File: config.mk
export PLATFORM = sky130hd
export DESIGN_NAME = fetch_queue
export DESIGN_NICKNAME = d
export VERILOG_FILES = /design/src/rtl/fetch_queue.sv
export SDC_FILE = /design/constraint.sdc
export NUM_CORES = 1
export LEC_CHECK = 0
export CAP_MARGIN = 20
export CORE_UTILIZATION = 52
export DETAILED_ROUTE_END_ITERATION = 12
export PLACE_DENSITY = 0.75
export RECOVER_POWER = 100
export SLEW_MARGIN = 20
export SYNTH_ARGS = -nofsm -noshare
export SYNTH_HDL_FRONTEND = slang
export SYNTH_SLANG_ARGS = --single-unit
File: constraint.sdc
create_clock -name clk -period 3.5 [get_ports clk]
set_input_delay 0.7 -clock clk [delete_from_list [all_inputs] [get_ports clk]]
set_output_delay 0.7 -clock clk [all_outputs]
set_load 0.01 [all_outputs]
File: src/rtl/fetch_queue.sv
// fetch_queue: instruction-fetch front end.
// PC generator + in-order request/response imem handshake + DEPTH-entry prefetch FIFO.
// Ports:
//   clk, rst (async, active-low)
//   imem_req_valid/ready/addr   : fetch request channel (addr = current PC)
//   imem_resp_valid/data        : in-order instruction returns, never backpressured
//   redirect_valid/redirect_pc  : flush and restart fetch at redirect_pc
//   out_valid/ready/instr/pc/pc_next : head of the prefetch FIFO toward decode
//   occupancy                   : FIFO entry count
module fetch_queue #(
   parameter int unsigned      WIDTH    = 32,
   parameter int unsigned      DEPTH    = 4,
   parameter logic [WIDTH-1:0] RESET_PC = '0,
   parameter int unsigned      PC_STEP  = 4
) (
   input  logic                   clk,
   input  logic                   rst,
   output logic                   imem_req_valid,
   input  logic                   imem_req_ready,
   output logic [WIDTH-1:0]       imem_req_addr,
   input  logic                   imem_resp_valid,
   input  logic [WIDTH-1:0]       imem_resp_data,
   input  logic                   redirect_valid,
   input  logic [WIDTH-1:0]       redirect_pc,
   output logic                   out_valid,
   input  logic                   out_ready,
   output logic [WIDTH-1:0]       out_instr,
   output logic [WIDTH-1:0]       out_pc,
   output logic [WIDTH-1:0]       out_pc_next,
   output logic [$clog2(DEPTH):0] occupancy
);

   localparam int unsigned      PW      = $clog2(DEPTH);
   localparam int unsigned      CW      = PW + 1;
   localparam logic [WIDTH-1:0] STEP    = WIDTH'(PC_STEP);
   localparam logic [CW:0]      DEPTH_X = (CW+1)'(DEPTH);

   logic [WIDTH-1:0] pc_q, pc_d;
   logic [CW-1:0]    count_q, count_d;
   logic [CW-1:0]    outst_q, outst_d;
   logic [CW-1:0]    drop_q, drop_d;
   logic [PW-1:0]    wr_q, wr_d, rd_q, rd_d;
   logic [PW-1:0]    tag_wr_q, tag_wr_d, tag_rd_q, tag_rd_d;
   logic             active_q, active_d;

   logic [WIDTH-1:0] fifo_instr [DEPTH];
   logic [WIDTH-1:0] fifo_pc    [DEPTH];
   logic [WIDTH-1:0] tag_pc     [DEPTH];

   logic [CW:0] credit_sum;
   logic        req_fire, resp_fire, drop_now, push, pop;

   // Credit check: FIFO entries plus in-flight requests must leave room for every response.
   assign credit_sum     = {1'b0, count_q} + {1'b0, outst_q};
   assign imem_req_valid = active_q && !redirect_valid && (credit_sum < DEPTH_X);
   assign imem_req_addr  = pc_q;
   assign req_fire       = imem_req_valid && imem_req_ready;

   // A response with nothing outstanding is a protocol error and is ignored.
   assign resp_fire = imem_resp_valid && (outst_q != '0);
   assign drop_now  = resp_fire && (drop_q != '0);
   assign push      = resp_fire && !drop_now && !redirect_valid;

   assign out_valid = (count_q != '0);
   assign pop       = out_valid && out_ready;
   assign occupancy = count_q;

   // Data outputs are forced to zero while the FIFO is empty, which also covers reset.
   assign out_instr   = out_valid ? fifo_instr[rd_q] : '0;
   assign out_pc      = out_valid ? fifo_pc[rd_q] : '0;
   assign out_pc_next = out_valid ? (fifo_pc[rd_q] + STEP) : '0;

   // Next-state logic; redirect overrides the FIFO, PC and drop counter.
   always_comb begin
      pc_d     = pc_q;
      count_d  = count_q;
      outst_d  = outst_q;
      drop_d   = drop_q;
      wr_d     = wr_q;
      rd_d     = rd_q;
      tag_wr_d = tag_wr_q;
      tag_rd_d = tag_rd_q;
      active_d = 1'b1;

      outst_d = outst_q + CW'(req_fire) - CW'(resp_fire);
      if (req_fire) begin
         pc_d     = pc_q + STEP;
         tag_wr_d = tag_wr_q + PW'(1);
      end
      if (resp_fire) begin
         tag_rd_d = tag_rd_q + PW'(1);
      end

      if (redirect_valid) begin
         pc_d    = redirect_pc;
         count_d = '0;
         wr_d    = '0;
         rd_d    = '0;
         // Every request still in flight after this edge belongs to the old stream.
         drop_d  = outst_d;
      end else begin
         count_d = count_q + CW'(push) - CW'(pop);
         drop_d  = drop_q - CW'(drop_now);
         if (push) begin
            wr_d = wr_q + PW'(1);
         end
         if (pop) begin
            rd_d = rd_q + PW'(1);
         end
      end
   end

   // Control state.
   always_ff @(posedge clk or negedge rst) begin
      if (!rst) begin
         pc_q     <= RESET_PC;
         count_q  <= '0;
         outst_q  <= '0;
         drop_q   <= '0;
         wr_q     <= '0;
         rd_q     <= '0;
         tag_wr_q <= '0;
         tag_rd_q <= '0;
         active_q <= 1'b0;
      end else begin
         pc_q     <= pc_d;
         count_q  <= count_d;
         outst_q  <= outst_d;
         drop_q   <= drop_d;
         wr_q     <= wr_d;
         rd_q     <= rd_d;
         tag_wr_q <= tag_wr_d;
         tag_rd_q <= tag_rd_d;
         active_q <= active_d;
      end
   end

   // Storage arrays: FIFO payload and the request-PC tag queue.
   always_ff @(posedge clk) begin
      if (push) begin
         fifo_instr[wr_q] <= imem_resp_data;
         fifo_pc[wr_q]    <= tag_pc[tag_rd_q];
      end
      if (req_fire) begin
         tag_pc[tag_wr_q] <= pc_q;
      end
   end

endmodule

==> metrics.md <==
| Metric | Value |
|---|---|
| Io pins | `203` |
| DR pass1 iterations | `5` |
| Final net count | `1408` |
| DRT iter0 DRCs | `792` |
| Vias in the first global route | `10.6k` |
| CTS Hold Buffers Added | `0` |
| RSZ-0062 raised after global routing | `true` |
| Synthesized instance count | `1026` |
| CP most frequent cell | `buf_6` |
| Root Driver | `clkbuf_16` |
| Worst Hold Class | `reg -> reg` |
| Area Growth Syn to Fin | `26.3%` |
| Setup_tns | `-6.46 ns` |
| Pre-CTS setup slack | `-0.233 ns` |
| Pin count of the biggest net entering global routing | `65` |
| Clock sinks | `434` |
| Cell-internal power | `11.5 mW` |
| Dominant synthesized flop cell | `edfxtp_1` |
| Peak VDD IR | `0.370 mV` |
| Vias post-DR | `10.5k` |
| Placed insts | `1694` |
| Grt ovf | `0` |
| Pwr dens | `725 nW/µm²` |
| Seq. cell area | `12800 µm²` |
| Routed Wire Length | `39000 µm` |
| Setup slack after layout | `-0.374 ns` |
| Hold Crit Depth | `3` |
| Layout cells sized above 1 | `24.3%` |
| Die area | `35200 µm²` |
| Syn avg cell area | `17.5 µm²` |
| Clock share of power | `26.4%` |
| Worst reg2reg endpoint | `occupancy[2]$_DFF_PN0_` |
| YS warnings | `0` |
| CP peak stage delay | `0.59 ns` |
| Critical Path AT | `3.17 ns` |
| Yosys reg bits | `434` |
| HPWL after detailed placement | `24000 µm` |
| H-tree Lvls | `2` |
| DR WL/cell | `21.7 µm` |
| Starting Density | `53.2%` |
| Worst R2R Setup Slack | `-0.06 ns` |
| Asr flop ratio synth | `11.5%` |
| Gpl congestion | `0.860` |
| Post-route insts no fill | `1801` |
| Input/output buffers | `202` |
| Die width | `188 µm` |
| Crit-path slowest cell | `or4_4` |
| Die Y-Extent | `188 µm` |
| Worst Skew | `0.0154 ns` |
| Remaining DRCs | `0` |
| GRT Overall Usage | `22.3%` |
| Fin. Hold Viols | `0` |
| Nature of the critical path startpoint | `flop` |
| Worst Path Required | `2.80 ns` |
| Power share of the sequential group | `39.8%` |
| Static leakage | `7.87 nW` |
| Critical path peak fanout | `7` |
| Tmin final | `3.87 ns` |
| Pins Over Slew Limit | `85` |
| Slew margin rel. | `-52.4%` |
| Switching share of total power | `29.7%` |
| R2R depth | `10` |
| Clk_lat worst skew | `0.53 ns` |
| Layout fillers | `2277` |
| Period utilization | `111%` |
| CP Cell Sequence | `buf_12 -> mux4_2 -> nand4_4 -> or4_4 -> buf_6 -> nor4_4 -> mux2_4 -> buf_6` |
| Tot Pwr | `16.4 mW` |
| Multi-input logic area | `5100 µm²` |
| Synthesized cell area | `17900 µm²` |
| Worst setup EP type | `primary output` |
| Post-synth EDFFs | `384` |
| Library cells used by synthesis | `62` |
| Worst Hold End | `wr_q[1]$_DFFE_PN0P_` |
| First-pass GRT wire length | `60400 µm` |
| Initial antenna violation count | `0` |
| Row count | `67` |
| Max-cap violation count | `2` |
| Reg2reg start | `occupancy[1]$_DFF_PN0_` |
| Worst-Margin Slew | `2.29 ns` |
| Worst-path clk slew | `0.07 ns` |
| Psw | `4.88 mW` |
| TritonCTS clock tree | `done` |
| Crit Path Category | `reg -> out` |
| DR vias/cell | `5.82` |
| HP Start | `drop_q[0]$_DFF_PN0_` |
| Comb pwr share | `33.8%` |
| Failing checks | `max-capacitance violations, max-slew violations, negative setup slack` |
| Core area | `33700 µm²` |
| TritonCTS Buffers | `43` |
| Final setup fails | `29` |
| Status | `finished with violations` |
| Antenna-violating nets left | `0` |
| Syn_nets | `1116` |
| CTS Buffer Depth | `3` |
| Fmax | `258 MHz` |
| Seq/Total Area, Yosys | `71.3%` |
==> state kept, by name, summed over array words and instances (netlist names) <==
| name | cells |
|---|---|
| active_q | 1 |
| drop_q | 3 |
| fifo_instr | 128 |
| fifo_pc | 128 |
| imem_req_addr | 32 |
| occupancy | 3 |
| outst_q | 3 |
| rd_q | 2 |
| tag_pc | 128 |
| tag_rd_q | 2 |
| tag_wr_q | 2 |
| wr_q | 2 |
==> cells in the mapped netlist, drive strengths merged, types with 3 or more instances <==
cell type	n	area, µm²
xnor2	17	149
nand4	17	128
o21ai	26	130
inv	29	109
o221ai	3	26.3
ha	18	225
nor2	47	176
o31a	3	26.3
and3	10	62.6
o311ai	9	78.8
nand3	28	145
and2	71	444
nor3	18	90.1
nand2	51	191
mux4	96	2160
dfrtp	50	1250
edfxtp	384	11500
xor2	6	52.6
or3	6	37.5
a221o	3	30.0
buf	21	125
and4	5	43.8
a31oi	3	18.8
clkbuf	33	124
o211ai	7	52.6
a21oi	17	85.1
nor4	7	50.1
mux2	13	146
==> final cells by class <==
cell class / instances / area share [%]
Antenna cell: 1 / 0.0110
Clock inverter: 20 / 0.635
Tap cell: 448 / 2.47
Clock buffer: 59 / 5.25
Timing Repair inverter: 1 / 0.0221
Multi-Input combinational cell: 508 / 22.5
Sequential cell: 434 / 56.4
Timing Repair Buffer: 300 / 12.2
Inverter: 30 / 0.514
==> stage by stage <==
step | cell area, µm² | utilization (%) | hold WS (ns)
2_1_floorplan | 17900 | - | 0.404
3_3_place_gp | 20900 | 62.0 | 0.563
3_5_place_dp | 20900 | 62.0 | 0.573
4_1_cts | 22600 | 67.1 | 0.342
5_1_grt | 22700 | 67.2 | 0.604
6_report | 22700 | 67.2 | 0.576
==> worst max path at each step <==
stage / startpoint / endpoint
floorplan: occupancy[2]$_DFF_PN0_ / tag_pc[0][0]$_DFFE_PP_
CTS: rd_q[0]$_DFFE_PN0P_ / out_pc_next[30]
finish: rd_q[0]$_DFFE_PN0P_ / out_pc_next[26]
detailed placement: rd_q[0]$_DFFE_PN0P_ / out_pc_next[26]
global route: rd_q[0]$_DFFE_PN0P_ / out_pc_next[26]
global placement: rd_q[0]$_DFFE_PN0P_ / out_pc_next[26]
==> cells in the final DEF (no fill, tap or decap), drive strengths merged, types with 9 or more instances in the layout <==
cell / count
dfrtp: 50
nand2: 51
and3: 10
edfxtp: 384
nor3: 18
a21oi: 17
and2: 71
buf: 99
o21ai: 26
clkinv: 18
ha: 18
clkdlybuf4s50: 99
xnor2: 17
dlygate4sd3: 72
mux4: 96
nor2: 47
nand3: 28
clkbuf: 81
inv: 28
nand4: 17
mux2: 13
o311ai: 9
==> cells by family (layout without fill, tap and decap cells) <==
family,count (synthesis),in the layout,synth area share (%)
multiplexers,110,110,12.9
buffers and inverters,84,410,2.02
XOR/XNOR,23,23,1.12
flip-flops,434,434,71.3
AND/OR/NAND/NOR,271,271,8.11
other,1,2,0.0209
AO/OA/AOI/OAI,83,83,3.06
adder cells (fa/ha/maj),20,20,1.48
==> timing repair <==
| item | CTS | global route |
|---|---|---|
| buffers inserted | 14 | 14 |
| gates resized for setup | 127 | 49 |
| setup endpoints to repair | 71 | 54 |
| pin swaps | 12 | 12 |
| cloned | 1 | 0 |
==> metal layers <==
metal / global-route usage, % / vias up / wire [µm]
li1: - / 4624 / -
met1: 33.0 / 5313 / 17000
met2: 34.9 / 481 / 18500
met3: 3.26 / 55 / 2740
met4: 6.35 / 0 / 775
met5: 0 / - / 0
==> worst max-delay path, delay by kind of cell, from the launching register on <==
kind / cells / cell delay [ns]
AND/OR/NAND/NOR: 3 / 1.00
multiplexers: 2 / 0.70
flip-flops: 1 / 0.52
buffers and inverters: 3 / 0.43
==> power groups by stage <==
stage	registers [mW]	logic, mW	clock network, mW
after floorplan	6.49	2.96	0
after global placement	6.64	5.31	0
after detailed placement	6.66	5.41	0
after CTS	6.55	5.60	4.41
after global routing	6.58	5.99	4.61
final	6.54	5.54	4.34
No activity file was read; power rests on OpenSTA's default activity.
